$ cat src/rtl/rx_dma_writer.sv
// rx_dma_writer: round-robin drain of NCH PHY receive FIFOs into fixed-size DMA write bursts
// (3 header words + BURST_BYTES/2 payload words) with ring-buffer address management.
module rx_dma_writer #(
    parameter int NCH         = 2,
    parameter int BURST_BYTES = 32
) (
    input  logic              sys_clk,
    input  logic              sys_rst_n,
    input  logic [NCH*18-1:0] phy_dout,
    input  logic [NCH-1:0]    phy_empty,
    output logic [NCH-1:0]    phy_rd_en,
    output logic [17:0]       mst_din,
    output logic              mst_wr_en,
    input  logic              mst_full,
    input  logic              dma_en,
    input  logic [29:0]       dma_addr_start,
    input  logic [29:0]       dma_addr_end,
    output logic [29:0]       dma_addr_cur,
    output logic [31:0]       frame_cnt,
    output logic [3:0]        cur_ch
);
    localparam int BURST_DW = BURST_BYTES / 4;
    localparam int CW = (NCH > 1) ? $clog2(NCH) : 1;
    localparam logic [9:0] BB = 10'(BURST_BYTES);
    localparam logic [2:0] IDLE = 3'd0, PEEK = 3'd1, HDR0 = 3'd2, HDR1 = 3'd3,
                           HDR2 = 3'd4, DATA = 3'd5, PAD = 3'd6;

    logic [2:0]  state_q, state_d;
    logic [3:0]  cur_ch_q, cur_ch_d, rr_q, rr_d, gnt, rr_nxt;
    logic [7:0]  hi_q, hi_d;
    logic        odd_q, odd_d, rd_pend_q, rd_pend_d, wr_q, wr_d, found, done;
    logic [9:0]  cnt_q, cnt_d, pc;
    logic [29:0] addr_q, addr_d, nxt, adv;
    logic [31:0] frame_q, frame_d;
    logic [17:0] din_q, din_d, word;
    logic [4:0]  idx;
    logic [NCH-1:0] rd;
    logic        unused_bits;

    assign word        = phy_dout[int'(cur_ch_q) * 18 +: 18];
    assign unused_bits = ^word[17:9];
    assign nxt         = addr_q + 30'(BURST_DW);
    // a burst never straddles the ring end
    assign adv    = ({1'b0, nxt} + 31'(BURST_DW) > {1'b0, dma_addr_end}) ? dma_addr_start : nxt;
    assign rr_nxt = (cur_ch_q == 4'(NCH - 1)) ? 4'd0 : cur_ch_q + 4'd1;
    assign pc     = odd_q ? cnt_q + 10'd1 : cnt_q + 10'd2;

    // descending scan so the lowest offset from the rr pointer wins
    always_comb begin
        gnt   = '0;
        found = 1'b0;
        idx   = '0;
        for (int i = NCH - 1; i >= 0; i--) begin
            idx = 5'(rr_q) + 5'(i);
            idx = (idx >= 5'(NCH)) ? idx - 5'(NCH) : idx;
            if (!phy_empty[idx[CW-1:0]]) begin
                found = 1'b1;
                gnt   = idx[3:0];
            end
        end
    end

    always_comb begin
        state_d  = state_q;
        cur_ch_d = cur_ch_q;
        rr_d     = rr_q;
        hi_d     = hi_q;
        odd_d    = odd_q;
        cnt_d    = cnt_q;
        addr_d   = addr_q;
        frame_d  = frame_q;
        din_d    = din_q;
        wr_d     = 1'b0;
        done     = 1'b0;
        rd       = '0;
        case (state_q)
            IDLE: if (dma_en && found && !mst_full) begin
                rd[gnt[CW-1:0]] = 1'b1;
                cur_ch_d        = gnt;
                state_d         = PEEK;
            end
            PEEK: if (word[8]) begin
                hi_d    = word[7:0];
                odd_d   = 1'b1;
                cnt_d   = 10'd1;
                state_d = HDR0;
                if (addr_q < dma_addr_start || addr_q >= dma_addr_end) addr_d = dma_addr_start;
            end else begin
                state_d = IDLE;
            end
            HDR0: if (!mst_full) begin
                wr_d    = 1'b1;
                din_d   = {2'b10, 4'h9, cur_ch_q, 8'(BURST_DW)};
                state_d = HDR1;
            end
            HDR1: if (!mst_full) begin
                wr_d    = 1'b1;
                din_d   = {2'b00, addr_q[29:14]};
                state_d = HDR2;
            end
            HDR2: if (!mst_full) begin
                wr_d    = 1'b1;
                din_d   = {2'b00, addr_q[13:0], 2'b00};
                state_d = DATA;
            end
            // one read in flight at a time so the end-of-frame word is never over-read
            DATA: if (rd_pend_q) begin
                if (!word[8]) begin
                    state_d = PAD;
                end else if (cnt_q == BB) begin
                    hi_d    = word[7:0];
                    odd_d   = 1'b1;
                    cnt_d   = 10'd1;
                    state_d = HDR0;
                end else if (odd_q) begin
                    wr_d   = 1'b1;
                    din_d  = {(cnt_q + 10'd1 == BB) ? 2'b01 : 2'b00, hi_q, word[7:0]};
                    odd_d  = 1'b0;
                    cnt_d  = cnt_q + 10'd1;
                    addr_d = (cnt_q + 10'd1 == BB) ? adv : addr_q;
                end else begin
                    hi_d  = word[7:0];
                    odd_d = 1'b1;
                    cnt_d = cnt_q + 10'd1;
                end
            end else if (!phy_empty[cur_ch_q[CW-1:0]] && !mst_full) begin
                rd[cur_ch_q[CW-1:0]] = 1'b1;
            end
            PAD: if (cnt_q == BB) begin
                done = 1'b1;
            end else if (!mst_full) begin
                wr_d  = 1'b1;
                din_d = {(pc == BB) ? 2'b01 : 2'b00, odd_q ? hi_q : 8'h00, 8'h00};
                odd_d = 1'b0;
                cnt_d = pc;
                if (pc == BB) begin
                    addr_d = adv;
                    done   = 1'b1;
                end
            end
            default: state_d = IDLE;
        endcase
        if (done) begin
            frame_d = frame_q + 32'd1;
            rr_d    = rr_nxt;
            state_d = IDLE;
        end
    end

    assign rd_pend_d    = |rd;
    assign phy_rd_en    = sys_rst_n ? rd : '0;
    assign mst_din      = din_q;
    assign mst_wr_en    = wr_q;
    assign dma_addr_cur = addr_q;
    assign frame_cnt    = frame_q;
    assign cur_ch       = cur_ch_q;

    always_ff @(posedge sys_clk) begin
        if (!sys_rst_n) begin
            state_q   <= IDLE;
            cur_ch_q  <= '0;
            rr_q      <= '0;
            hi_q      <= '0;
            odd_q     <= 1'b0;
            cnt_q     <= '0;
            addr_q    <= '0;
            frame_q   <= '0;
            din_q     <= '0;
            wr_q      <= 1'b0;
            rd_pend_q <= 1'b0;
        end else begin
            state_q   <= state_d;
            cur_ch_q  <= cur_ch_d;
            rr_q      <= rr_d;
            hi_q      <= hi_d;
            odd_q     <= odd_d;
            cnt_q     <= cnt_d;
            addr_q    <= addr_d;
            frame_q   <= frame_d;
            din_q     <= din_d;
            wr_q      <= wr_d;
            rd_pend_q <= rd_pend_d;
        end
    end
endmodule

$ cat config.mk
export PLATFORM = sky130hd
export DESIGN_NAME = rx_dma_writer
export DESIGN_NICKNAME = d
export VERILOG_FILES = /design/src/rtl/rx_dma_writer.sv
export SDC_FILE = /design/constraint.sdc
export NUM_CORES = 1
export LEC_CHECK = 0
export ABC_AREA = 1
export BUFFER_PORTS_ARGS = -buffer_cell sky130_fd_sc_hd__clkbuf_2
export CAP_MARGIN = 20
export CORE_ASPECT_RATIO = 1.25
export CORE_MARGIN = 2
export CORE_UTILIZATION = 45
export CTS_CLUSTER_DIAMETER = 80
export CTS_CLUSTER_SIZE = 24
export DETAILED_ROUTE_END_ITERATION = 10
export PLACE_DENSITY = 0.67
export SLEW_MARGIN = 20
export SYNTH_ARGS = -nofsm -noshare
export SYNTH_HDL_FRONTEND = slang
export SYNTH_SLANG_ARGS = --single-unit
$ cat constraint.sdc
create_clock -name sys_clk -period 12.3 [get_ports sys_clk]
set_clock_uncertainty 0.1 [all_clocks]
set_input_delay 1.845 -clock sys_clk [delete_from_list [all_inputs] [get_ports sys_clk]]
set_output_delay 1.845 -clock sys_clk [all_outputs]
set_load 0.01 [all_outputs]
==> results of run 1 <==
worst min-delay path, stage by stage (launching register included):
cell	delay [ps]
dfxtp_1	320
nand2_1	60
a21oi_1	50
worst paths after layout:
check                  start          endpoint
min              mst_din[16]       mst_din[16]
min reg2reg      mst_din[16]       mst_din[16]
max reg2reg  dma_addr_cur[4]  dma_addr_cur[17]
max          dma_addr_cur[4]  dma_addr_cur[17]
where the power goes:
part / total, uW / switching [uW] / internal (uW)
sequential: 422 / 39.5 / 382
clock: 311 / 159 / 152
combinational: 277 / 178 / 99.0
total: 1010 / 377 / 634
cell usage after synthesis, drive strengths merged, types with 2 or more instances:
cell type  number  share of area
inv           232          0.084
a311oi          5         0.0042
o41ai           2         0.0017
ha             97           0.12
nor4            8         0.0048
buf            15          0.011
a31oi           4         0.0024
a21boi          2         0.0014
clkbuf         33          0.012
a211oi          3         0.0022
nor3b           3         0.0022
xor2           63          0.058
o221ai          2         0.0017
o21a            4         0.0029
xnor2          13          0.011
nand2         431           0.16
dfxtp         112           0.22
a22oi           4         0.0029
or2             5         0.0030
o211ai          3         0.0022
o21ai          68          0.033
a221oi          2         0.0017
nand3          80          0.043
o22ai          12         0.0072
o21bai          4         0.0029
nand4          51          0.032
nor2          180          0.076
a21oi         146          0.071
and2            5         0.0030
nor3           35          0.019
final cells by class:
cell class | instances | area share
clock inverters | 5 | 0.003964
well taps | 288 | 0.03085
clock buffers | 11 | 0.02164
flip-flops and latches | 112 | 0.1920
repair buffers | 174 | 0.07541
inverters | 233 | 0.07499
multi-input cells | 1239 | 0.6012
flip-flops by register name (all words and copies together) (netlist names):
name / count
frame_cnt: 32
dma_addr_cur: 30
mst_din: 18
cnt_q: 10
hi_q: 8
cur_ch: 4
rr_q: 4
state_q: 3
mst_wr_en: 1
odd_q: 1
rd_pend_q: 1
layer usage:
layer / up-vias / track usage / part of all wire
met5: - / 0 / 0
met4: 0 / 0.08167 / 0.024
met3: 51 / 0.03425 / 0.043
met2: 282 / 0.4827 / 0.50
met1: 5069 / 0.3308 / 0.43
li1: 5588 / - / -
metrics by stage:
stage                     cells  power, uW  hold WS [ps]    util  setup WS, ps
after floorplan            1632      603.6         355.3       -          7627
after global placement     2046      699.0         352.2  0.4990          6879
after detailed placement   2046      704.9         361.0  0.4990          6875
after CTS                  2062       1014         373.3  0.5121          7129
after global routing       2062       1068         389.0  0.5121          6677
final                      2062       1010         372.2  0.5121          7101
cells by family (layout without fill, tap and decap cells):
group                    after synthesis  in the layout  synth area share
AND/OR/NAND/NOR                      801            801            0.3502
buffers and inverters                281            423            0.1077
AO/OA/AOI/OAI                        265            265            0.1400
flip-flops                           112            112            0.2160
adder cells (fa/ha/maj)               97             97            0.1169
XOR/XNOR                              76             76           0.06917
==> impl_results.md, run 1 <==
- Max Fanout on Critical Path: 33
- CP Capture Type: flip-flop
- Main synth FF type: dfxtp_1
- Fin crit period: 5199 ps
- Sequential cell area: 0.002242 mm2
- Sequential cell area fraction in the yosys report: 0.2160
- Height of the die: 173.8 um
- Die width: 139.9 um
- Worst path bufs/invs: 3
- RSZ-0062 raised after global routing: false
- CP max-delay cell: dfxtp_1
- IR drop worst, VDD: 72.91 uV
- Setup TNS: 0 ps
- Critical path arrival: 5380 ps
- Root Buffer: clkbuf_16
- Via count of the first global-routing pass: 10230
- Unique masters post-synth: 56
- Reg2reg path depth: 30
- Fin. max-slew vios: 0
- Gr usage total: 0.2679
- Grt ovf: 0
- Crit. path cell count: 30
- Via density: 5.330
- Detailed Route WL: 33380 um
- Drt initial violations: 694
- Clk_lat worst skew: 370 ps
- CP most frequent cell: nand2_1
- Endpoints failing setup: 0
- Total die area: 0.02431 mm2
- R2R setup slack: 7100 ps
- Multi-input gate area: 0.007022 mm2
- Antenna violations before repair: 0
- FF+latch count, synth: 112
- Core box area: 0.02281 mm2
- P&R area growth vs syn: 12.50%
- Crit path max-delay family: simple AND/OR/NAND/NOR gates
- Initial core utilization: 0.4552
- Clock Tree Buf Depth: 2
- WL/cell: 16.19 um
- ANT nets after route: 0
- Worst endpoint required time: 12480 ps
- CTS Hold Bufs: 0
- Via count: 10990
- TritonCTS clock tree: built
- GP Congestion: 0.9256
- Leading cell types in the layout, fill and taps excluded: nand2_1, inv_1, clkbuf_2, nor2_1, a21oi_1
- Mean post-synth cell area: 6.362 um2
- Critical Path Source Type: flip-flop
- Max Cap Violations: 0
- Worst hold path type: reg2reg
- Post-route cell area: 0.01168 mm2
- Syn. warnings: 0
- Number of synthesized flops with an enable pin: 0
- CTS Buf Count: 9
- Max Clock Freq: 192.3 MHz
- Post-Syn Area: 0.01038 mm2
- Nets: 1968
- Net Count, Synth: 1831
- Pwr per Cell Area: 86.50 mW/mm2
- H-Tree Depth: 3
- Port buffer count: 170
- Commonest non-fill, non-tap cell in the layout: nand2_1
- Setup bufs post-CTS: 0
- Fin crit share: 0.4227
- CTS clk-pin slew, worst paths: 90 ps
- Inserted Diodes: 0
- Row cnt: 62
- Drt pass-1 iters: 7
- Largest net degree at the start of global routing: 83
- Status: finished, final reports clean
- Layout cells sized above 1: 0.1573
- First-pass GRT wire length: 52760 um
- Hold depth: 2
- Worst-margin pin slew: 999.3 ps
- Slew Limit Headroom: 0.3331
- Post-DP HPWL: 26280 um
- I/O pin count: 189
- Count of final hold-check violations: 0
- Fill cells: 2458
- Clk sinks: 112
- CTS resizes: 0
- Post-synth ARST share: 0
- Syn Inst Count: 1632
- LEAKAGE: 0.005648 uW
- DR DRC count: 0
- Area post-placement: 0.01138 mm2
- Crit path kind: reg2reg
- Critical path's largest stage delay: 570 ps
No activity file was read; power rests on OpenSTA's default activity.
==> run 2, diff against run 1 <==
==> constraint.sdc (replaced) <==
create_clock -name sys_clk -period 5.35 [get_ports sys_clk]
set_clock_uncertainty 0.1 [all_clocks]
set_input_delay 0.8025 -clock sys_clk [delete_from_list [all_inputs] [get_ports sys_clk]]
set_output_delay 0.8025 -clock sys_clk [all_outputs]
set_load 0.01 [all_outputs]
==> impl_results.md, run 2 (synthesis results as in run 1) <==
- Status: finished, final reports clean (unchanged)
- Setup bufs post-CTS: 0 (unchanged)
- Die width: 139.9 um (unchanged)
- I/O pin count: 189 (unchanged)
- CP max-delay cell: dfxtp_1 (unchanged)
- CP Capture Type: flip-flop (unchanged)
- Layout cells sized above 1: 0.1591 (was 0.1573)
- Setup TNS: 0 ps (unchanged)
- Nets: 1973 (was 1968)
- CTS clk-pin slew, worst paths: 80 ps (was 90 ps)
- Port buffer count: 170 (unchanged)
- Fill cells: 2427 (was 2458)
- Max Clock Freq: 206.8 MHz (was 192.3 MHz)
- CTS resizes: 0 (unchanged)
- Gr usage total: 0.2670 (was 0.2679)
- CP most frequent cell: nand2_1 (unchanged)
- P&R area growth vs syn: 12.80% (was 12.50%)
- H-Tree Depth: 3 (unchanged)
- Clk sinks: 112 (unchanged)
- Crit path max-delay family: simple AND/OR/NAND/NOR gates (unchanged)
- CTS Buf Count: 9 (unchanged)
- Inserted Diodes: 0 (unchanged)
- Worst-margin pin slew: 972.9 ps (was 999.3 ps)
- Post-DP HPWL: 26160 um (was 26280 um)
- GP Congestion: 0.9523 (was 0.9256)
- Pwr per Cell Area: 196.4 mW/mm2 (was 86.50 mW/mm2)
- Slew Limit Headroom: 0.3507 (was 0.3331)
- LEAKAGE: 0.005664 uW (was 0.005648 uW)
- Max Cap Violations: 0 (unchanged)
- Worst endpoint required time: 5520 ps (was 12480 ps)
- Largest register FFs: 32 (unchanged)
- Row cnt: 62 (unchanged)
- Critical path arrival: 5000 ps (was 5380 ps)
- ANT nets after route: 0 (unchanged)
- Crit path kind: reg2reg (unchanged)
- Critical path's largest stage delay: 550 ps (was 570 ps)
- Fin crit period: 4836 ps (was 5199 ps)
- Commonest non-fill, non-tap cell in the layout: nand2_1 (unchanged)
- Initial core utilization: 0.4552 (unchanged)
- Core box area: 0.02281 mm2 (unchanged)
- Count of final hold-check violations: 0 (unchanged)
- Worst path bufs/invs: 3 (unchanged)
- Height of the die: 173.8 um (unchanged)
- Hold_ws: 373.6 ps (was 372.2 ps)
- IR drop worst, VDD: 178.3 uV (was 72.91 uV)
- Detailed Route WL: 33580 um (was 33380 um)
- Post-route cell area: 0.01171 mm2 (was 0.01168 mm2)
- Final std cells w/o fill: 2067 (was 2062)
- Clock Tree Buf Depth: 2 (unchanged)
- First-pass GRT wire length: 52520 um (was 52760 um)
- Area post-placement: 0.01141 mm2 (was 0.01138 mm2)
- Via count: 11080 (was 10990)
- Fin crit share: 0.9039 (was 0.4227)
- Critical Path Source Type: flip-flop (unchanged)
- Root Buffer: clkbuf_16 (unchanged)
- Antenna violations before repair: 0 (unchanged)
- Max Fanout on Critical Path: 16 (was 33)
- CTS Hold Bufs: 0 (unchanged)
- Leading cell types in the layout, fill and taps excluded: nand2_1, inv_1, clkbuf_2, nor2_1, a21oi_1 (unchanged)
- Fin. max-slew vios: 0 (unchanged)
- Via density: 5.360 (was 5.330)
- TritonCTS clock tree: built (unchanged)
- Via count of the first global-routing pass: 10350 (was 10230)
- Endpoints failing setup: 0 (unchanged)
- Number of instances in the placed design: 2050 (was 2046)
- Worst hold path type: reg2reg (unchanged)
- Clk_lat worst skew: 370 ps (about the same)
- WL/cell: 16.25 um (was 16.19 um)
- Total die area: 0.02431 mm2 (unchanged)
- RSZ-0062 raised after global routing: false (unchanged)
- Grt ovf: 0 (unchanged)
- Drt initial violations: 728 (was 694)
- Largest net degree at the start of global routing: 83 (unchanged)
- DR DRC count: 0 (unchanged)
- Drt pass-1 iters: 5 (was 7)
-- run 2: changes by cell type in the layout (fill, tap and decap cells not counted), sizes merged --
cell / previous run / this run
buf: 4 / 8
clkbuf: 181 / 180
clkinv: 2 / 4
clkinvlp: 2 / 1
nand3: 80 / 81
-- run 2: final cells by class --
| class | instances | area (um2) | share of cell area |
|---|---|---|---|
| multi-input cells | 1240 | 7039 | 0.6011 |
| flip-flops and latches | 112 | 2242 | 0.1915 |
| repair buffers | 178 | 910.9 | 0.07778 |
| inverters | 233 | 875.8 | 0.07479 |
| well taps | 288 | 360.3 | 0.03077 |
| clock buffers | 10 | 229.0 | 0.01955 |
| clock inverters | 6 | 53.80 | 0.004594 |
-- run 2: final timing paths --
path | startpoint | slack, ps | cells after the start | endpoint
min | mst_din[7] | 370 | 2 | mst_din[7]
max | dma_addr_cur[4] | 510 | 30 | dma_addr_cur[24]
max reg2reg | dma_addr_cur[4] | 510 | 30 | dma_addr_cur[24]
min reg2reg | mst_din[7] | 370 | 2 | mst_din[7]
-- run 2: layer usage --
metal | track usage | wire [um] | share of wire
met1 | 0.3197 | 13940 | 0.42
met4 | 0.1021 | 1214 | 0.036
met2 | 0.4756 | 16540 | 0.49
met3 | 0.04392 | 1888 | 0.056
met5 | 0 | 0 | 0
-- run 2: tightest hold or removal path, stage by stage, from the launching register on --
cell     delay, ps
dfxtp_1        320
nand2_1         60
a21oi_1         60
-- run 2: metrics by stage --
stage	util	total power (uW)	worst slack, ps
finish	0.5135	2300	514.1
global route	0.5135	2434	83.94
global placement	0.5003	1608	573.5
CTS	0.5127	2306	473.7
floorplan	-	1388	1317
detailed placement	0.5003	1621	512.6
-- run 2: where the power goes --
group,switching (uW),internal (uW)
combinational,417,231
clock,361,325
sequential,87.1,878
total,865,1430
==> run 3, diff against run 2 <==
--- a/config.mk
+++ b/config.mk
@@ -10,11 +10,12 @@
 export CAP_MARGIN = 20
 export CORE_ASPECT_RATIO = 1.25
 export CORE_MARGIN = 2
-export CORE_UTILIZATION = 45
+export CORE_UTILIZATION = 50
 export CTS_CLUSTER_DIAMETER = 80
 export CTS_CLUSTER_SIZE = 24
 export DETAILED_ROUTE_END_ITERATION = 10
-export PLACE_DENSITY = 0.67
+export PLACE_DENSITY = 0.73
+export SKIP_LAST_GASP = 1
 export SLEW_MARGIN = 20
 export SYNTH_ARGS = -nofsm -noshare
 export SYNTH_HDL_FRONTEND = slang
==> constraint.sdc (replaced) <==
create_clock -name sys_clk -period 5.11 [get_ports sys_clk]
set_clock_uncertainty 0.1 [all_clocks]
set_input_delay 0.7665 -clock sys_clk [delete_from_list [all_inputs] [get_ports sys_clk]]
set_output_delay 0.7665 -clock sys_clk [all_outputs]
set_load 0.01 [all_outputs]
==> impl_results.md, run 3 (synthesis results as in run 1) <==
- Worst hold path type: reg2reg (unchanged)
- Height of the die: 165.1 um (was 173.8 um)
- CTS Buf Count: 9 (unchanged)
- Reg2reg path depth: 21 (was 30)
- Grt ovf: 0 (unchanged)
- Fin crit period: 4610 ps (was 4836 ps)
- Core box area: 0.02025 mm2 (was 0.02281 mm2)
- Highest metal used: met4 (unchanged)
- Via count of the first global-routing pass: 10320 (was 10350)
- Crit-path cells: ha_1 -> nand2_2 -> nor2_4 -> nand2_2 -> nor2_1 -> xor2_2 -> inv_1 -> nor3_1 -> nand3_1 -> nor2_1 -> nand3_1 -> xor2_1 -> ha_1 -> a21o_1 -> a21oi_1 -> o21a_2 -> buf_4 -> nand4_1 -> nand3_1 -> nand2_1 -> inv_1
- LEAKAGE: 0.005698 uW (was 0.005664 uW)
- H-Tree Depth: 3 (unchanged)
- Endpoints failing setup: 0 (unchanged)
- Post-DP HPWL: 25810 um (was 26160 um)
- Post-route cell area: 0.01173 mm2 (was 0.01171 mm2)
- GP Congestion: 0.9702 (was 0.9523)
- Commonest non-fill, non-tap cell in the layout: nand2_1 (unchanged)
- Leading cell types in the layout, fill and taps excluded: nand2_1, inv_1, clkbuf_2, nor2_1, a21oi_1 (unchanged)
- Inserted Diodes: 0 (unchanged)
- Clk sinks: 112 (unchanged)
- CP Capture Type: flip-flop (unchanged)
- Status: finished, final reports clean (unchanged)
- Met2 Wirelength: 15990 um (was 16540 um)
- Largest net degree at the start of global routing: 67 (was 83)
- Port buffer count: 170 (unchanged)
- Antenna violations before repair: 0 (unchanged)
- Detailed Route WL: 32310 um (was 33580 um)
- Setup TNS: 0 ps (unchanged)
- Critical Path Source Type: flip-flop (unchanged)
- Max Cap Violations: 0 (unchanged)
- Met3 wire length: 1605 um (was 1888 um)
- TritonCTS clock tree: built (unchanged)
- R2r endpoint: dma_addr_cur[7] (was dma_addr_cur[24])
- CTS clk-pin slew, worst paths: 80 ps (about the same)
- CP startpoint: dma_addr_cur[4] (unchanged)
- Root Buffer: clkbuf_16 (unchanged)
- Fin util: 0.5791 (was 0.5135)
- Layout cells sized above 1: 0.1617 (was 0.1591)
- Worst endpoint required time: 5320 ps (was 5520 ps)
- Area post-placement: 0.01142 mm2 (was 0.01141 mm2)
- Gr usage total: 0.2939 (was 0.2670)
- Max Clock Freq: 216.9 MHz (was 206.8 MHz)
- ANT nets after route: 0 (unchanged)
- I/O pin count: 189 (unchanged)
- Worst setup path endpoint: dma_addr_cur[7] (was dma_addr_cur[24])
- Die width: 132.9 um (was 139.9 um)
- CP max-delay cell: dfxtp_1 (unchanged)
- Fill cells: 2053 (was 2427)
- RSZ-0062 raised after global routing: false (unchanged)
- Worst-margin pin slew: 1029 ps (was 972.9 ps)
- Slew Limit Headroom: 0.3131 (was 0.3507)
- IR drop worst, VDD: 156.1 uV (was 178.3 uV)
- R2R setup slack: 500 ps (was 510 ps)
- Clock Tree Buf Depth: 2 (unchanged)
- Clk_lat worst skew: 370 ps (about the same)
- Initial core utilization: 0.5128 (was 0.4552)
- Row cnt: 58 (was 62)
- First-pass GRT wire length: 51690 um (was 52520 um)
- Total die area: 0.02194 mm2 (was 0.02431 mm2)
- Drt pass-1 iters: 5 (unchanged)
- Drt initial violations: 609 (was 728)
- Crit path kind: reg2reg (unchanged)
- DRT met1 WL: 13600 um (was 13940 um)
- Nets: 1975 (was 1973)
- Via density: 5.396 (was 5.360)
- CP most frequent cell: nand3_1 (was nand2_1)
- Largest register FFs: 32 (unchanged)
- WL/cell: 15.75 um (was 16.25 um)
- Critical path's largest stage delay: 550 ps (about the same)
- FF-to-FF Start: dma_addr_cur[4] (unchanged)
- Fin crit share: 0.9021 (was 0.9039)
- Max Fanout on Critical Path: 19 (was 16)
- Critical path arrival: 4820 ps (was 5000 ps)
- Fin. max-slew vios: 0 (unchanged)
- Count of final hold-check violations: 0 (unchanged)
- Via count: 11070 (was 11080)
- DR DRC count: 0 (unchanged)
- Pwr per Cell Area: 207.0 mW/mm2 (was 196.4 mW/mm2)
- P&R area growth vs syn: 12.93% (was 12.80%)
==> run 3: what timing repair did <==
item                                   CTS  global route
endpoints found under the hold margin    0             0
buffers inserted                         0             0
gates resized for setup                  0             2
hold buffers                             0             0
setup endpoints to repair                0             7
==> run 3: power breakdown <==
| part | switching [uW] | internal [uW] | total [uW] | leakage (uW) |
|---|---|---|---|---|
| clock network | 383 | 357 | 740 | 0.000148 |
| registers | 91.9 | 920 | 1010 | 0.000906 |
| logic | 432 | 244 | 676 | 0.00464 |
| total | 906 | 1520 | 2430 | 0.00570 |
==> run 3: cell type report <==
| type | instances | area (um2) | area share |
|---|---|---|---|
| tap | 270 | 337.8 | 0.02881 |
| multi-input combinational | 1239 | 7025 | 0.5992 |
| clock inverter | 6 | 58.81 | 0.005015 |
| inverter | 233 | 875.8 | 0.07470 |
| sequential | 112 | 2242 | 0.1912 |
| clock buffer | 10 | 239.0 | 0.02038 |
| timing repair buffer | 181 | 945.9 | 0.08067 |
==> run 3: how the worst min path moves through the flow <==
stage	from	end	slack [ps]	cells past startpoint
2_1_floorplan	hi_q[4]	hi_q[4]	360	2
3_3_place_gp	mst_din[16]	mst_din[16]	350	2
3_5_place_dp	mst_din[2]	mst_din[2]	360	2
4_1_cts	mst_din[2]	mst_din[2]	370	2
5_1_grt	mst_din[4]	mst_din[4]	400	2
6_report	mst_din[2]	mst_din[2]	370	2
==> run 3: critical path, delay by kind of cell, from the launching register on <==
family	cells	cell delay, ps
buffers and inverters	3	510
adder cells (fa/ha/maj)	2	610
AO/OA/AOI/OAI	3	710
flip-flops	1	550
AND/OR/NAND/NOR	11	1630
XOR/XNOR	2	440
==> run 3: routing by layer <==
layer / vias to the layer above / track usage
li1: 5600 / -
met1: 5096 / 0.3520
met2: 307 / 0.5330
met3: 65 / 0.03724
met4: 0 / 0.1202
met5: - / 0
==> run 3: per-stage QoR <==
stage	instances	setup WS (ps)	hold slack, ps	power (uW)
global placement	2035	590.5	353.6	1679
detailed placement	2035	518.7	359.5	1698
global route	2051	61.71	396.8	2562
floorplan	1632	1077	355.3	1453
finish	2051	500.0	370.5	2427
CTS	2051	471.5	372.0	2424
